### src/rtl/uart_rx_if.sv
// Device bus bundle for the UART receiver: request/address/write
// fields from the core, and a registered read response back to it.
interface uart_rx_if;
  logic        req;
  logic [31:0] addr;
  logic        we;
  logic [3:0]  be;
  logic [31:0] wdata;
  logic        rvalid;
  logic [31:0] rdata;

  modport master (
    output req, addr, we, be, wdata,
    input  rvalid, rdata
  );

  modport slave (
    input  req, addr, we, be, wdata,
    output rvalid, rdata
  );
endinterface

### src/rtl/uart_rx.sv
// UART receiver: 8N1 deserialiser (8E1 when UART_RX_PARITY_EN is defined),
// RX FIFO and memory-mapped RXDATA/STATUS/LEVEL registers on the device bus.
// Ports: clk_i, rst_i (sync, active high), bus (uart_rx_if.slave),
// uart_rx_i (async serial line, idle high), rx_irq_o (FIFO non-empty).
module uart_rx #(
  parameter int ClockFrequency = 50_000_000,
  parameter int BaudRate       = 115_200,
  parameter int FifoDepth      = 8
) (
  input  logic      clk_i,
  input  logic      rst_i,
  uart_rx_if.slave  bus,
  input  logic      uart_rx_i,
  output logic      rx_irq_o
);

  localparam int Cpb = ClockFrequency / BaudRate;
  localparam int Tw  = $clog2(Cpb);
  localparam int Pw  = $clog2(FifoDepth);
  localparam int Cw  = $clog2(FifoDepth + 1);

  localparam logic [Tw-1:0] BitLast  = Tw'(Cpb - 1);
  localparam logic [Tw-1:0] HalfLast = Tw'(Cpb / 2 - 1);
  localparam logic [Cw-1:0] Depth    = Cw'(FifoDepth);

  typedef enum logic [2:0] {
    IDLE,
    START,
    DATA,
`ifdef UART_RX_PARITY_EN
    PARITY,
`endif
    STOP
  } state_t;

  state_t        state;
  logic [Tw-1:0] timer;
  logic [2:0]    bit_cnt;
  logic [7:0]    shift;
`ifdef UART_RX_PARITY_EN
  logic          par_bit;
`endif

  logic sync1, sync2, sync_d;
  logic fall;

  logic [7:0]    mem [FifoDepth];
  logic [Pw-1:0] wr_ptr, rd_ptr;
  logic [Cw-1:0] count, count_nxt;
  logic          overrun, frame_err, parity_err;

  logic        bit_done, stop_tick, par_bad;
  logic        push, push_ok, pop, ovf;
  logic        par_fail, frame_fail;
  logic        empty, full;
  logic        sel_data, sel_stat, sel_lvl;
  logic        stat_wr;
  logic [31:0] rd_val;
  logic        unused;

  assign unused = ^{bus.be, bus.wdata[31:5],
                    bus.wdata[1:0], bus.addr[31:4],
                    bus.addr[1:0]};

  // Two-flop synchroniser plus one stage for edge detect.
  always_ff @(posedge clk_i) begin
    if (rst_i) begin
      sync1  <= 1'b1;
      sync2  <= 1'b1;
      sync_d <= 1'b1;
    end else begin
      sync1  <= uart_rx_i;
      sync2  <= sync1;
      sync_d <= sync2;
    end
  end

  assign fall = sync_d & ~sync2;

  always_comb begin
    bit_done  = (timer == BitLast);
    stop_tick = (state == STOP) && bit_done;
`ifdef UART_RX_PARITY_EN
    // Even parity: data plus parity bit must XOR to 0.
    par_bad = ^{shift, par_bit};
`else
    par_bad = 1'b0;
`endif
    push       = stop_tick & sync2 & ~par_bad;
    par_fail   = stop_tick & sync2 & par_bad;
    frame_fail = stop_tick & ~sync2;
  end

  always_ff @(posedge clk_i) begin
    if (rst_i) begin
      state   <= IDLE;
      timer   <= '0;
      bit_cnt <= '0;
      shift   <= '0;
`ifdef UART_RX_PARITY_EN
      par_bit <= 1'b0;
`endif
    end else begin
      unique case (state)
        IDLE: begin
          if (fall) begin
            state   <= START;
            timer   <= '0;
            bit_cnt <= '0;
          end
        end
        START: begin
          if (timer == HalfLast) begin
            timer <= '0;
            // A high mid-start sample is a glitch.
            state <= sync2 ? IDLE : DATA;
          end else begin
            timer <= timer + 1'b1;
          end
        end
        DATA: begin
          if (bit_done) begin
            timer   <= '0;
            shift   <= {sync2, shift[7:1]};
            bit_cnt <= bit_cnt + 3'd1;
            if (bit_cnt == 3'd7) begin
`ifdef UART_RX_PARITY_EN
              state <= PARITY;
`else
              state <= STOP;
`endif
            end
          end else begin
            timer <= timer + 1'b1;
          end
        end
`ifdef UART_RX_PARITY_EN
        PARITY: begin
          if (bit_done) begin
            timer   <= '0;
            par_bit <= sync2;
            state   <= STOP;
          end else begin
            timer <= timer + 1'b1;
          end
        end
`endif
        STOP: begin
          if (bit_done) begin
            timer <= '0;
            state <= IDLE;
          end else begin
            timer <= timer + 1'b1;
          end
        end
        default: state <= IDLE;
      endcase
    end
  end

  assign empty = (count == '0);
  assign full  = (count == Depth);

  assign sel_data = (bus.addr[3:2] == 2'd0);
  assign sel_stat = (bus.addr[3:2] == 2'd1);
  assign sel_lvl  = (bus.addr[3:2] == 2'd2);

  assign pop     = bus.req & ~bus.we & sel_data & ~empty;
  assign stat_wr = bus.req & bus.we & sel_stat;
  // A pop in the same cycle frees the slot for the push.
  assign push_ok = push & (~full | pop);
  assign ovf     = push & full & ~pop;

  always_comb begin
    count_nxt = count;
    if (push_ok && !pop) begin
      count_nxt = count + 1'b1;
    end else if (pop && !push_ok) begin
      count_nxt = count - 1'b1;
    end
  end

  always_comb begin
    rd_val = '0;
    unique case (1'b1)
      sel_data: rd_val = empty ? 32'd0
                       : {24'd0, mem[rd_ptr]};
      sel_stat: rd_val = {27'd0, parity_err,
                          frame_err, overrun,
                          full, empty};
      sel_lvl:  rd_val = 32'(count);
      default:  rd_val = '0;
    endcase
  end

  always_ff @(posedge clk_i) begin
    if (push_ok) begin
      mem[wr_ptr] <= shift;
    end
  end

  always_ff @(posedge clk_i) begin
    if (rst_i) begin
      wr_ptr     <= '0;
      rd_ptr     <= '0;
      count      <= '0;
      overrun    <= 1'b0;
      frame_err  <= 1'b0;
      parity_err <= 1'b0;
      bus.rvalid <= 1'b0;
      bus.rdata  <= '0;
      rx_irq_o   <= 1'b0;
    end else begin
      if (push_ok) begin
        wr_ptr <= wr_ptr + 1'b1;
      end
      if (pop) begin
        rd_ptr <= rd_ptr + 1'b1;
      end
      count    <= count_nxt;
      rx_irq_o <= (count_nxt != '0);
      // W1C; a set in the same cycle wins.
      overrun <= ovf | (overrun &
                 ~(stat_wr & bus.wdata[2]));
      frame_err <= frame_fail | (frame_err &
                   ~(stat_wr & bus.wdata[3]));
      parity_err <= par_fail | (parity_err &
                    ~(stat_wr & bus.wdata[4]));
      bus.rvalid <= bus.req;
      if (bus.req) begin
        bus.rdata <= bus.we ? 32'd0 : rd_val;
      end
    end
  end

endmodule
### src/flat_wrapper.sv
// flat-port wrapper written by rule: the top's interface ports become plain ports
module uart_rx_flat 
#(
  parameter int ClockFrequency = 50_000_000,
  parameter int BaudRate       = 115_200,
  parameter int FifoDepth      = 8
)
  (clk_i, rst_i, uart_rx_i, rx_irq_o, bus_req, bus_addr, bus_we, bus_be, bus_wdata, bus_rvalid, bus_rdata);
  uart_rx_if bus_i ();
  input  logic clk_i;
  input  logic rst_i;
  input  logic uart_rx_i;
  output logic rx_irq_o;
  input wire logic [$bits(bus_i.req)-1:0] bus_req;
  input wire logic [$bits(bus_i.addr)-1:0] bus_addr;
  input wire logic [$bits(bus_i.we)-1:0] bus_we;
  input wire logic [$bits(bus_i.be)-1:0] bus_be;
  input wire logic [$bits(bus_i.wdata)-1:0] bus_wdata;
  output wire logic [$bits(bus_i.rvalid)-1:0] bus_rvalid;
  output wire logic [$bits(bus_i.rdata)-1:0] bus_rdata;
  assign bus_i.req = bus_req;
  assign bus_i.addr = bus_addr;
  assign bus_i.we = bus_we;
  assign bus_i.be = bus_be;
  assign bus_i.wdata = bus_wdata;
  assign bus_rvalid = bus_i.rvalid;
  assign bus_rdata = bus_i.rdata;
  uart_rx #(.ClockFrequency(ClockFrequency), .BaudRate(BaudRate), .FifoDepth(FifoDepth)) u_core (.clk_i(clk_i), .rst_i(rst_i), .bus(bus_i), .uart_rx_i(uart_rx_i), .rx_irq_o(rx_irq_o));
endmodule
### config.mk
export PLATFORM = sky130hd
export DESIGN_NAME = uart_rx_flat
export DESIGN_NICKNAME = d
export VERILOG_FILES = /design/src/rtl/uart_rx_if.sv /design/src/rtl/uart_rx.sv /design/src/flat_wrapper.sv
export SDC_FILE = /design/constraint.sdc
export NUM_CORES = 1
export LEC_CHECK = 0
export CAP_MARGIN = 10
export CORE_MARGIN = 4
export CORE_UTILIZATION = 35
export DETAILED_ROUTE_END_ITERATION = 8
export HOLD_SLACK_MARGIN = 0.1
export RECOVER_POWER = 100
export SYNTH_ARGS = -nofsm -noshare
export SYNTH_HDL_FRONTEND = slang
export SYNTH_SLANG_ARGS = --single-unit
export TNS_END_PERCENT = 30
### constraint.sdc
create_clock -name clk_i -period 6.4 [get_ports clk_i]
set_clock_uncertainty 0.15 [all_clocks]
set_input_delay 1.28 -clock clk_i [delete_from_list [all_inputs] [get_ports clk_i]]
set_output_delay 1.28 -clock clk_i [all_outputs]
set_load 0.05 [all_outputs]
==> impl_metrics.yaml, run 1 <==
pwr:
  peakVddDrop_mv: 0.189
  p_leak_uw: 0.00198
  p_per_area_mw_per_mm2: 300
  total_power_uw: 1770
critical_path:
  slowest_stage: "a2111oi_0"
  crit_fanout: 8
  worstPathRequired_ns: 6.30
  ff2ff_path_depth: 7
  r2r-end: "u_core.mem[1][1]"
  worstPathCellList: "dlygate4sd3_1 > or4b_1 > a2111oi_0 > nand2_1 > nor3_1 > clkbuf_1"
  critPathKind: "in -> reg"
  r2r_start: "u_core.count[0]"
  cp.arrival_ns: 5.00
  start_kind: "input port"
  cp-end-kind: "flop"
  ff2ff_setup_slack_ns: 2.50
  max_stage_delay_ns: 1.08
routing:
  wl_per_cell_um: 16.3
  firstDrtPassIters: 4
  wl_um: 10100
  drt_iter0_markers: 199
  ant_nets: 0
  num_vias: 3145
  post-route-drc-count: 0
  viasPerCell: 5.08
hold_path:
  min_to: "u_core.sync2"
  min_path_type: "reg -> reg"
  hp-start: "u_core.sync1"
  holdPathStages: 1
die:
  io_pins: 107
  core-area_mm2: 0.0140
  rows: 43
  floorplan.initialDensity_pct: 36.1
  die_x_um: 128
  die_h_um: 128
  die-area_mm2: 0.0164
synth:
  synthTopCellsByArea: "edfxtp_1, dfxtp_1, mux4_2, buf_4, nor2_1"
  netlist_instances: 401
  synth.area.mux_share_pct: 11.4
  avgSynthCellArea_um2: 12.6
  netlist.area_leader.share_pct: 38.1
  synth_edf_count: 64
  yosys.area_share.simple_pct: 12.8
  synth_xor_area_share_pct: 0.520
  ys.flop_type: "edfxtp_1"
  synth_top_cell_by_area: "edfxtp_1"
  synth_compound_area_share_pct: 9.34
  netlist_area_mm2: 0.00505
  async_reset_ff_share_pct: 0
  synth_adder_area_share_pct: 2.23
  synth_top_family_by_area: "simple AND/OR/NAND/NOR gates"
  synth-seq-cells: 115
  seq_area_frac_synth_pct: 58.3
  ys_types: 58
  yosysWarnings: 0
finish:
  drive_gt1_share_pct: 13.4
  fin_util_pct: 42.1
  multi_input_area_mm2: 0.00191
  final_net_count: 508
  num-fill-cells: 1299
  antennaDiodeCount: 0
  ff_latch_area_mm2: 0.00294
  fin_cells: 619
  area_growth_pct: 16.5
grt:
  grt_pass1_wl_um: 16200
  grtUsageTotal_pct: 12.8
  grt_pass1_vias: 3092
  overflow: 0
  grt_max_degree: 26
  antenna_found_initial: 0
clock_network:
  root_buffer: "clkbuf_16"
  cts_tree: "done"
  ctsLongestPathBuffers: 2
  post_cts_buffers: 0
  post_cts_resize_count: 0
  path_clk_slew_ns: 0.05
  clkLatencyLatePin_ns: 0.41
  cts_hold_buf: 0
  numCtsBuffers: 17
  htreeDepth: 4
  clock_sinks: 115
place:
  place_hpwl_um: 6790
  gp_congestion: 0.812
  place_inst: 587
  port_buffers: 19
timing:
  max_freq_mhz: 196
  hold_viol: 0
  maxSlewViolCount: 0
  tightest_slew_ns: 1.17
  setup_tns_ns: 0
  period_share_pct: 79.7
  max-slew-margin-rel_pct: 19.9
  setup_violations: 0
  finalCriticalPeriod_ns: 5.10
  rsz0062_at_grt: "false"
status:
  outcome: "completed"
job:
  max_cap_violations: 0
==> sequential cells by signal, summed over array words and instances (netlist names), named ones only <==
signal,count
u_core.sync2,1
u_core.count,4
u_core.mem,64
u_core.rd_ptr,3
u_core.sync_d,1
u_core.timer,9
u_core.rx_irq_o,1
u_core.bus.rdata,8
u_core.overrun,1
u_core.parity_err,1
u_core.frame_err,1
u_core.bit_cnt,3
u_core.shift,8
u_core.sync1,1
u_core.wr_ptr,3
u_core.state,2
u_core.bus.rvalid,1
==> how the worst max path moves through the flow <==
stage	from	cells after the start	slack [ns]	endpoint
3_3_place_gp	bus_req	5	1.84	u_core.mem[2][6]
3_5_place_dp	bus_req	5	1.74	u_core.mem[2][6]
4_1_cts	bus_req	5	2.20	u_core.mem[2][0]
6_report	bus_req	6	1.30	u_core.mem[1][1]
5_1_grt	bus_req	6	1.15	u_core.mem[1][1]
2_1_floorplan	bus_we	5	2.69	u_core.mem[0][0]
==> area by class of cell <==
cell class	instances	share of cell area, %
multi-input combinational	262	32.4
clock inverter	13	2.34
clock buffer	19	7.36
sequential	115	50.0
timing repair buffer	24	3.68
inverter	6	0.383
tap	180	3.83
==> cells by family (layout without fill, tap and decap cells) <==
group | count (synthesis) | count (layout)
and+or+nand+nor | 124 | 124
DFF | 115 | 115
AOI/OAI and AO/OA | 65 | 65
buffers and inverters | 47 | 62
muxes | 37 | 37
adders and majority gates | 9 | 9
xor gates and xnor gates | 3 | 3
other | 1 | 24
==> routing by layer <==
metal / global-route usage [%] / wire length [um] / vias to the layer above
li1: - / - / 1519
met3: 3.00 / 385 / 12
met5: 0 / 0 / -
met2: 21.5 / 5030 / 73
met4: 4.68 / 142 / 0
met1: 16.0 / 4550 / 1541
==> cells in the mapped netlist, types with 3 or more instances <==
cell,count
a32oi_1,4
dfxtp_1,51
nand2_1,20
and3_1,3
mux4_2,16
o21ai_0,13
or3_1,3
edfxtp_1,64
a21oi_1,18
buf_4,24
mux2_2,4
nor2b_1,7
a221oi_1,5
nor3_1,4
ha_1,9
nand2b_1,6
nand3b_1,4
or2_2,3
clkbuf_1,12
nand4_1,3
nor4_1,3
nand3_1,7
mux2i_1,17
nor2_1,46
buf_2,4
inv_1,6
a21boi_0,3
a211oi_1,3
a311oi_1,4
a22oi_1,3
==> worst max-delay path, delay by kind of cell <==
kind                   cells  cell delay [ns]
AO/OA/AOI/OAI              1             1.08
buffers and inverters      2             1.13
AND/OR/NAND/NOR            3             1.49
==> through the flow <==
stage                     instance area [um2]  worst slack [ns]  hold slack [ns]
after global routing                     5880              1.15            0.279
after CTS                                5920              2.20            0.265
after global placement                   5350              1.84            0.247
after floorplan                          5130              2.69            0.239
after detailed placement                 5350              1.74            0.247
final                                    5880              1.30            0.261
==> cells in the final DEF (no fill, tap or decap), drive strengths merged, types with 14 or more instances in the layout <==
cell    instances
clkbuf         22
conb           24
mux4           16
a21oi          18
edfxtp         64
nor2           47
o21ai          14
dfxtp          51
nand2          21
mux2i          17
==> report_power, final <==
group	switching, uW	internal, uW	total, uW
Sequential	5.74	776	782
Combinational	63.6	22.1	85.7
Clock	327	571	898
(Power assumes the default switching activity.)
==> run 2, diff against run 1 <==
Clock period 6.4 ns to 4.09 ns, I/O delays scaled along.
==> run 2 against run 1 <==
Core utilization increased by 0.94 points. Worst setup slack got worse by 0.81 ns. Highest routed layer unchanged. Critical path depth unchanged. Hold slack improved by 0.0030 ns. Critical path type unchanged. Clock-buffer cell count rose by 3. Via count increased by 1.3%.
==> impl_metrics.yaml, run 2 (synthesized netlist as in run 1, its figures left out) <==
pwr:
  sw_frac_of_total_pct: 22.2
  peakVddDrop_mv: 0.320
  p_per_area_mw_per_mm2: 482
  comb_power_share_pct: 4.7
  seqPwrFrac_pct: 42.2
  total_power_uw: 2900
  switchingPower_uw: 643
  power.internal_uw: 2260
  p_clk_share_pct: 53.1
  p_leak_uw: 0.00205
place:
  gp_congestion: 0.848
  place_hpwl_um: 6850
  port_buffers: 19
finish:
  final_net_count: 516
  regMostFlops: "u_core.mem"
  largest_register_ffs: 64
  fin_util_pct: 43.0
  drive_gt1_share_pct: 14.5
  final_cell_mix: "edfxtp_1, dfxtp_1, nor2_1"
  antennaDiodeCount: 0
  layout_commonest_cell: "edfxtp_1"
  area_growth_pct: 19.1
  reg_top3: "u_core.mem x64, u_core.timer x9"
critical_path:
  r2r-end: "u_core.timer[8]"
  r2r_start: "u_core.timer[0]"
  critPathCapture: "u_core.mem[2][1]"
  cp-end-kind: "flop"
  cp.arrival_ns: 3.48
  start_kind: "input port"
  startpoint: "bus_addr[2]"
  crit_fanout: 8
  worstPathRequired_ns: 3.97
  critPathKind: "in -> reg"
  ff2ff_path_depth: 6
  ff2ff_setup_slack_ns: 1.01
die:
  rows: 43
  io_pins: 107
  die_h_um: 128
  die-area_mm2: 0.0164
  die_x_um: 128
  floorplan.initialDensity_pct: 36.1
  core-area_mm2: 0.0140
clock_network:
  ctsLongestPathBuffers: 2
  cts_hold_buf: 0
  htreeDepth: 4
  numCtsBuffers: 17
  clkLatencyLatePin_ns: 0.41
  post_cts_buffers: 0
  root_buffer: "clkbuf_16"
  post_cts_resize_count: 0
  cts_tree: "done"
  clock_sinks: 115
  path_clk_slew_ns: 0.06
routing:
  ant_nets: 0
  num_vias: 3185
  post-route-drc-count: 0
  drt_iter0_markers: 248
  wl_um: 10000
  wl_per_cell_um: 16.0
  viasPerCell: 5.08
  firstDrtPassIters: 4
timing:
  setup_tns_ns: 0
  setup_violations: 0
  max_freq_mhz: 278
  tightest_slew_ns: 1.01
  holdWs_ns: 0.264
  max-slew-margin-rel_pct: 31.7
  maxSlewViolCount: 0
  finalCriticalPeriod_ns: 3.60
  period_share_pct: 88.0
  hold_viol: 0
  rsz0062_at_grt: "false"
grt:
  antenna_found_initial: 0
  grt_pass1_wl_um: 16300
  grtUsageTotal_pct: 12.8
  grt_max_degree: 25
  grt_pass1_vias: 3224
  overflow: 0
job:
  max_cap_violations: 0
status:
  outcome: "completed"
hold_path:
  min_path_type: "reg -> reg"
==> run 2: cell count changes in the layout (fill, tap and decap cells not counted), moves of 2 or more <==
cell        change
buf_4           +3
clkbuf_1        +3
clkbuf_16       +4
clkinv_2        -2
clkinvlp_4      -2
inv_6           +3
==> run 2: worst min path at each step <==
stage                 start      endpoint  cells after the start
3_5_place_dp   u_core.sync1  u_core.sync2                      1
2_1_floorplan  u_core.sync1  u_core.sync2                      1
4_1_cts        u_core.sync1  u_core.sync2                      1
6_report       u_core.sync1  u_core.sync2                      1
3_3_place_gp   u_core.sync1  u_core.sync2                      1
5_1_grt        u_core.sync1  u_core.sync2                      1
==> run 2: worst max-delay path, stage by stage <==
cell	delay, ns
dlygate4sd3_1	0.61
or4b_1	0.66
a2111oi_4	0.54
nand2b_1	0.21
nor2_1	0.12
clkbuf_1	0.51
==> run 2: final cells by class <==
| class | count | area (um2) |
|---|---|---|
| Fill cell | 1292 | 7970 |
| Sequential cell | 115 | 2940 |
| Multi-Input combinational cell | 262 | 1920 |
| Clock buffer | 22 | 539 |
| Timing Repair Buffer | 32 | 258 |
| Tap cell | 180 | 225 |
| Clock inverter | 10 | 105 |
| Inverter | 6 | 22.5 |
==> run 2: per-layer routing <==
metal	up-vias	track usage [%]	share of wire (%)
met5	-	0	0
li1	1530	-	-
met3	15	2.88	3.5
met4	0	6.05	2.1
met2	74	20.9	49
met1	1566	16.1	45
==> run 2: stage by stage <==
| step | area [um2] | setup slack, ns | instances |
|---|---|---|---|
| after floorplan | 5130 | 0.840 | 424 |
| after global placement | 5410 | 0.452 | 595 |
| after global routing | 6010 | 0.334 | 627 |
| after detailed placement | 5410 | 0.434 | 595 |
| final | 6010 | 0.489 | 627 |
| after CTS | 6050 | 0.864 | 627 |
==> run 2: power groups by stage <==
stage / clock network (uW) / logic [uW] / registers (uW)
3_3_place_gp: 0 / 135 / 1250
3_5_place_dp: 0 / 137 / 1250
5_1_grt: 1630 / 146 / 1230
4_1_cts: 1580 / 137 / 1220
2_1_floorplan: 0 / 120 / 1250
6_report: 1540 / 135 / 1220
